<file path="src/rtl/if_stage.sv">
// rtl/if_stage.sv - instruction fetch stage with request pacing, response buffer and redirect handling
//
// Purpose: owns the PC, issues in-order fetch requests to instruction memory,
// buffers returned words in a small FIFO and hands {inst, inst_addr} to decode.
// Redirects from exe flush the buffer and mark all in-flight fetches for discard.
//
// Ports:
//   clk, rst_n          clock (rising edge), asynchronous active-low reset
//   imem_req_*          fetch request: valid/ready handshake, 64-bit word-aligned address
//   imem_resp_*         fetch response: valid + 32-bit word, in request order
//   redirect_valid/pc   taken branch/jump target from exe
//   id_valid/id_ready   decode handshake; inst/inst_addr are the buffer head
module if_stage #(
  parameter logic [63:0] PC_RESET   = 64'h8000_0000,
  parameter int          FIFO_DEPTH = 2
) (
  input  logic        clk,
  input  logic        rst_n,
  output logic        imem_req_valid,
  input  logic        imem_req_ready,
  output logic [63:0] imem_req_addr,
  input  logic        imem_resp_valid,
  input  logic [31:0] imem_resp_data,
  input  logic        redirect_valid,
  input  logic [63:0] redirect_pc,
  output logic        id_valid,
  input  logic        id_ready,
  output logic [31:0] inst,
  output logic [63:0] inst_addr
);

  localparam int          CW      = $clog2(FIFO_DEPTH + 1);
  localparam int          PW      = (FIFO_DEPTH > 1) ? $clog2(FIFO_DEPTH) : 1;
  localparam logic [CW-1:0] DEPTH_C = CW'(FIFO_DEPTH);
  localparam logic [31:0] NOP     = 32'h0000_0013;

  function automatic logic [PW-1:0] ptr_inc(input logic [PW-1:0] p);
    if (p == PW'(FIFO_DEPTH - 1)) return '0;
    return p + PW'(1);
  endfunction

  logic [63:0]   pc_q, pc_d;
  logic          pend_q, pend_d;
  logic [63:0]   pend_addr_q, pend_addr_d;
  logic          stale_q, stale_d;
  logic [CW-1:0] live_q, live_d;
  logic [CW-1:0] drop_q, drop_d;

  // Addresses of accepted requests, in issue order; popped by every response.
  logic [63:0]   tag_addr_q [FIFO_DEPTH];
  logic [63:0]   tag_addr_d [FIFO_DEPTH];
  logic [PW-1:0] tag_wr_q, tag_wr_d, tag_rd_q, tag_rd_d;

  logic [31:0]   fifo_data_q [FIFO_DEPTH];
  logic [31:0]   fifo_data_d [FIFO_DEPTH];
  logic [63:0]   fifo_addr_q [FIFO_DEPTH];
  logic [63:0]   fifo_addr_d [FIFO_DEPTH];
  logic [PW-1:0] fifo_wr_q, fifo_wr_d, fifo_rd_q, fifo_rd_d;
  logic [CW-1:0] fifo_cnt_q, fifo_cnt_d;

  logic [CW-1:0] occ;
  logic          accept, resp_drop, resp_live, fifo_empty, pop;

  assign occ        = fifo_cnt_q + live_q + drop_q;
  // Gated by rst_n so the request line is quiet while reset is held.
  assign imem_req_valid = rst_n & ((occ < DEPTH_C) | pend_q);
  // A stalled request keeps its original address even across a redirect.
  assign imem_req_addr  = pend_q ? pend_addr_q : pc_q;
  assign accept     = imem_req_valid & imem_req_ready;
  // Discards always belong to the oldest in-flight fetches, so they are consumed first.
  assign resp_drop  = imem_resp_valid & (drop_q != '0);
  assign resp_live  = imem_resp_valid & (drop_q == '0) & (live_q != '0);
  assign fifo_empty = (fifo_cnt_q == '0);
  assign id_valid   = ~fifo_empty & ~redirect_valid;
  assign pop        = id_valid & id_ready;
  assign inst       = fifo_empty ? NOP   : fifo_data_q[fifo_rd_q];
  assign inst_addr  = fifo_empty ? '0    : fifo_addr_q[fifo_rd_q];

  always_comb begin
    pc_d        = pc_q;
    pend_d      = pend_q;
    pend_addr_d = pend_addr_q;
    stale_d     = stale_q;
    live_d      = live_q;
    drop_d      = drop_q;
    tag_addr_d  = tag_addr_q;
    tag_wr_d    = tag_wr_q;
    tag_rd_d    = tag_rd_q;
    fifo_data_d = fifo_data_q;
    fifo_addr_d = fifo_addr_q;
    fifo_wr_d   = fifo_wr_q;
    fifo_rd_d   = fifo_rd_q;
    fifo_cnt_d  = fifo_cnt_q;

    if (accept) begin
      tag_addr_d[tag_wr_q] = imem_req_addr;
      tag_wr_d = ptr_inc(tag_wr_q);
      pend_d   = 1'b0;
      if (stale_q) begin
        // The held pre-redirect request goes out; pc already points at the new target.
        drop_d  = drop_d + CW'(1);
        stale_d = 1'b0;
      end else begin
        live_d = live_d + CW'(1);
        pc_d   = pc_q + 64'd4;
      end
    end else if (imem_req_valid) begin
      pend_d      = 1'b1;
      pend_addr_d = imem_req_addr;
    end

    if (resp_drop | resp_live) tag_rd_d = ptr_inc(tag_rd_q);
    if (resp_drop) drop_d = drop_d - CW'(1);
    if (resp_live) begin
      live_d = live_d - CW'(1);
      fifo_data_d[fifo_wr_q] = imem_resp_data;
      fifo_addr_d[fifo_wr_q] = tag_addr_q[tag_rd_q];
      fifo_wr_d  = ptr_inc(fifo_wr_q);
      fifo_cnt_d = fifo_cnt_d + CW'(1);
    end
    if (pop) begin
      fifo_rd_d  = ptr_inc(fifo_rd_q);
      fifo_cnt_d = fifo_cnt_d - CW'(1);
    end

    if (redirect_valid) begin
      // Everything still in flight, including this cycle's accept, becomes a discard.
      drop_d     = drop_d + live_d;
      live_d     = '0;
      fifo_cnt_d = '0;
      fifo_wr_d  = '0;
      fifo_rd_d  = '0;
      pc_d       = redirect_pc & ~64'h3;
      if (imem_req_valid & ~imem_req_ready) stale_d = 1'b1;
    end
  end

  always_ff @(posedge clk or negedge rst_n) begin
    if (!rst_n) begin
      pc_q        <= PC_RESET;
      pend_q      <= 1'b0;
      pend_addr_q <= '0;
      stale_q     <= 1'b0;
      live_q      <= '0;
      drop_q      <= '0;
      tag_wr_q    <= '0;
      tag_rd_q    <= '0;
      fifo_wr_q   <= '0;
      fifo_rd_q   <= '0;
      fifo_cnt_q  <= '0;
      for (int i = 0; i < FIFO_DEPTH; i++) begin
        tag_addr_q[i]  <= '0;
        fifo_data_q[i] <= '0;
        fifo_addr_q[i] <= '0;
      end
    end else begin
      pc_q        <= pc_d;
      pend_q      <= pend_d;
      pend_addr_q <= pend_addr_d;
      stale_q     <= stale_d;
      live_q      <= live_d;
      drop_q      <= drop_d;
      tag_wr_q    <= tag_wr_d;
      tag_rd_q    <= tag_rd_d;
      fifo_wr_q   <= fifo_wr_d;
      fifo_rd_q   <= fifo_rd_d;
      fifo_cnt_q  <= fifo_cnt_d;
      tag_addr_q  <= tag_addr_d;
      fifo_data_q <= fifo_data_d;
      fifo_addr_q <= fifo_addr_d;
    end
  end

endmodule
</file>
<file path="config.mk">
export PLATFORM = sky130hd
export DESIGN_NAME = if_stage
export DESIGN_NICKNAME = d
export VERILOG_FILES = /design/src/rtl/if_stage.sv
export SDC_FILE = /design/constraint.sdc
export NUM_CORES = 1
export LEC_CHECK = 0
export ABC_CLOCK_PERIOD_IN_PS = 4100
export BUFFER_PORTS_ARGS = -buffer_cell sky130_fd_sc_hd__buf_2
export CAP_MARGIN = 40
export CORE_AREA = 8 8 225 227
export CTS_CLUSTER_SIZE = 10
export DETAILED_ROUTE_END_ITERATION = 10
export DIE_AREA = 0 0 233 235
export GPL_TIMING_DRIVEN = 0
export PLACE_DENSITY = 0.69
export SYNTH_ARGS = -nofsm -noshare
export SYNTH_HDL_FRONTEND = slang
export SYNTH_SLANG_ARGS = --single-unit
</file>
<file path="constraint.sdc">
create_clock -name clk -period 4.1 [get_ports clk]
set_input_delay 0.615 -clock clk [delete_from_list [all_inputs] [get_ports clk]]
set_output_delay 0.615 -clock clk [all_outputs]
set_load 0.02 [all_outputs]
</file>
==> PnR_summary.wiki <==
{| class="wikitable"
! Metric !! Value
|-
| Num CTS Buffers || between 50 and 60
|-
| Number of pins exceeding their max-slew limit in the final report || 0
|-
| Count of warnings emitted by yosys || 0
|-
| Number of nets still failing antenna checks after routing || 0
|-
| Port-buffer cells || 260
|-
| Final routed wirelength across all metal layers || ~61000 µm
|-
| Quantity of gates resized following cts || 0
|-
| Ports || between 200 and 300
|-
| Remaining global-route overflow || 0
|-
| Dominant combinational cell family by area after synthesis || multiplexers
|-
| FF+latch count, synth || 458
|-
| Area of combinational cells with multiple inputs || between 8000 and 9000 µm²
|-
| Post-synth EDFFs || 0
|-
| Hold Worst Slack || about 58 ps
|-
| Clock insertion delay at the later pin of the skew report || ~600 ps
|-
| Pwr Density || ~700 nW/µm²
|-
| CTS hold repair buffers || 0
|-
| Via count of the first global-routing pass || about 17000
|-
| NumNets Final || 2537
|-
| Post-synthesis instance area || roughly 21000 µm²
|-
| Critical path class || reg -> out
|-
| Clock sinks || 458
|-
| Critical Path Source || fifo_cnt_q[0]
|-
| Std-Cell Core Area || between 40000 and 50000 µm²
|-
| Post-synthesis xor/xnor area fraction || 3.24%
|-
| P&R area growth vs syn || 17.8%
|-
| Detail-routed via count per cell || 5.37
|-
| CP Capture Type || output port
|-
| Period utilization || 95.0%
|-
| Portion of the post-synthesis area used by sequential elements || 54.7%
|-
| Sequential cell area || about 11000 µm²
|-
| Multiplexer fraction of the synthesized cell area || between 10 and 15%
|-
| Post-route minimum period || a little under 4000 ps
|-
| Result of the run || finished, final reports clean
|-
| Max Buffers Root-to-Sink || 3
|-
| Largest net degree at the start of global routing || approximately 130
|-
| Adder-Cell Fraction of Synth Area || 0.358%
|-
| Worst-path clk slew || 50 ps
|-
| Synthesized area per cell || 9.96 µm²
|-
| Total power of the final layout || 17500 µW
|-
| VDD IR max || 445 µV
|-
| Total global routing track utilization || ~22%
|-
| Chip Width || 233 µm
|-
| Unrepaired setup endpoints after global routing || no
|-
| CTS root buffer || sky130_fd_sc_hd__clkbuf_16
|-
| Number of hold violations in the final report || 0
|-
| Maximum achievable frequency || 257 MHz
|-
| Number of antenna violations at the first check in global routing || 2
|-
| Crit-path max FO || 10
|-
| Flip-flop cell with the highest count after synthesis || sky130_fd_sc_hd__dfrtp_1
|-
| Number of placement rows || 80
|-
| Count of final setup violators || 0
|-
| Share of layout cells above drive strength 1 || 17.4%
|-
| Fraction of the mapped netlist area in simple logic gates || a little over an eighth
|-
| FFs w/ async S/R, synth || 100%
|-
| Post-detailed-route wirelength per cell || 19.8 µm
|-
| Static Leak || 0.0115 µW
|-
| 1st-iter DRT viols || 1120
|-
| Worst setup SP type || register
|-
| Source of the worst register-to-register timing path || drop_q[0]
|-
| Wire length of the first global-routing pass || between 90000 and 100000 µm
|-
| GP Congestion || ~0.82
|-
| Height of the chip || roughly 240 µm
|-
| Buffers inserted during post-CTS setup optimization || 0
|-
| Number of different library cells in the post-synthesis netlist || 48
|-
| Slew of the pin with the lowest slew margin || between 900 and 1000 ps
|-
| Min-Delay Path Class || in -> async
|-
| DRC violations left || 0
|-
| Max-Slew Margin vs Limit || 39.1%
|-
| Total via count in the routed design || about 16000
|-
| Top library cells by usage in the layout, fill and taps aside || sky130_fd_sc_hd__dfrtp_1 (457), sky130_fd_sc_hd__nand2_1 (330), sky130_fd_sc_hd__o21ai_0 (301), sky130_fd_sc_hd__buf_2 (264), sky130_fd_sc_hd__mux2i_1 (223)
|-
| H-tree depth || 2
|-
| Synthesized instance count || approximately 2100
|-
| TNS Setup || 0 ps
|-
| Effective utilization at floorplan || 44.4%
|-
| Post-Route Skew || 26.5 ps
|-
| Number of maximum-capacitance constraint violations || 0
|-
| Sum of net half-perimeters after detailed placement || about 45000 µm
|-
| Worst EP arrival || approximately 3300 ps
|-
| Synth Area in Compound Gates || about a tenth
|-
| Number of fillers in the final layout || about 4300
|-
| Total die area || about 55000 µm²
|-
| Number of detailed-route iterations in the first pass || 5
|-
| Commonest non-fill, non-tap cell in the layout || sky130_fd_sc_hd__dfrtp_1
|-
| Worst Path Required || 3480 ps
|-
| Net count after synthesis || 2211
|-
| CTS tree || yes
|}
==> final cells by class <==
| cell class | count | area share, % |
|---|---|---|
| flip-flops and latches | 458 | 46.5 |
| multi-input cells | 1419 | 34.9 |
| repair buffers | 273 | 6.15 |
| clock buffers | 72 | 5.75 |
| well taps | 615 | 3.12 |
| plain buffers | 143 | 2.29 |
| inverters | 82 | 1.25 |
| clock inverters | 2 | 0.0710 |
| diodes | 1 | 0.0101 |
==> Yosys cell counts (all sizes together), types with 25 or more instances <==
library cell	number	share of area, %
a21oi	67	1.6
buf	39	0.84
clkbuf	105	1.9
dfrtp	457	55
inv	82	1.5
mux2	76	4.1
mux2i	223	11
nand2	330	5.9
nand3	25	0.60
nand4	29	0.90
nor2	179	3.2
nor4	38	1.2
o21ai	307	7.3
xnor2	57	2.4
==> path summary, 6_finish.rpt <==
| path | end | slack, ps | cells after the start |
|---|---|---|---|
| max | inst_addr[44] | 200 | 7 |
| min | fifo_data_q[15] | 60 | 1 |
| max reg2reg | fifo_data_q[21] | 910 | 9 |
| min reg2reg | fifo_addr_q[9] | 470 | 2 |
| max in group asynchronous | tag_addr_q[25] | 2440 | 3 |
| min in group clk | pc_q[39] | 250 | 3 |
==> power by group <==
part	internal [µW]	total [µW]	switching, µW
combinational	2420	6790	4370
clock	2360	4100	1740
sequential	5870	6630	761
==> layer usage <==
layer	routed length, µm	share of wire (%)	vias up	GRT usage, %
met3	3330	5.5	109	3.88
met2	28500	47	440	34.8
met1	26400	44	8184	28.9
met5	10	0.017	-	0
li1	-	-	7732	-
met4	2280	3.8	2	8.76
==> sequential cells by signal, summed over array words and instances, names as in the netlist <==
register,count
fifo_addr_q,128
fifo_cnt_q,2
pend_q,1
stale_q,1
tag_wr_q,1
tag_addr_q,128
fifo_wr_q,1
fifo_data_q,64
live_q,2
drop_q,2
fifo_rd_q,1
pc_q,62
pend_addr_q,64
tag_rd_q,1
==> critical path: stages (launching register included) <==
cell and delay (ps):
sky130_fd_sc_hd__dfrtp_1 410, sky130_fd_sc_hd__inv_1 130, sky130_fd_sc_hd__ha_1 160, sky130_fd_sc_hd__clkbuf_1 460, sky130_fd_sc_hd__clkbuf_1 750, sky130_fd_sc_hd__clkbuf_1 480, sky130_fd_sc_hd__nor2_1 130, sky130_fd_sc_hd__buf_2 190
==> logic make-up after synthesis <==
family                   count (synthesis)
adder cells (fa/ha/maj)                  6
AO/OA/AOI/OAI                          384
flip-flops                             458
XOR/XNOR                                75
AND/OR/NAND/NOR                        654
multiplexers                           300
buffers and inverters                  226
==> through the flow <==
stage | cell area [µm²] | util (%) | cells | worst slack, ps
final | 24700 | 52.3 | 3065 | 204
after global routing | 24700 | 52.3 | 3064 | 11.9
after CTS | 24700 | 52.3 | 3065 | 87.2
after detailed placement | 23200 | 49.3 | 2991 | -88.2
after global placement | 23000 | 48.8 | 2978 | -7180
after floorplan | 21000 | - | 2103 | 1580
No activity file was read; power rests on OpenSTA's default activity.
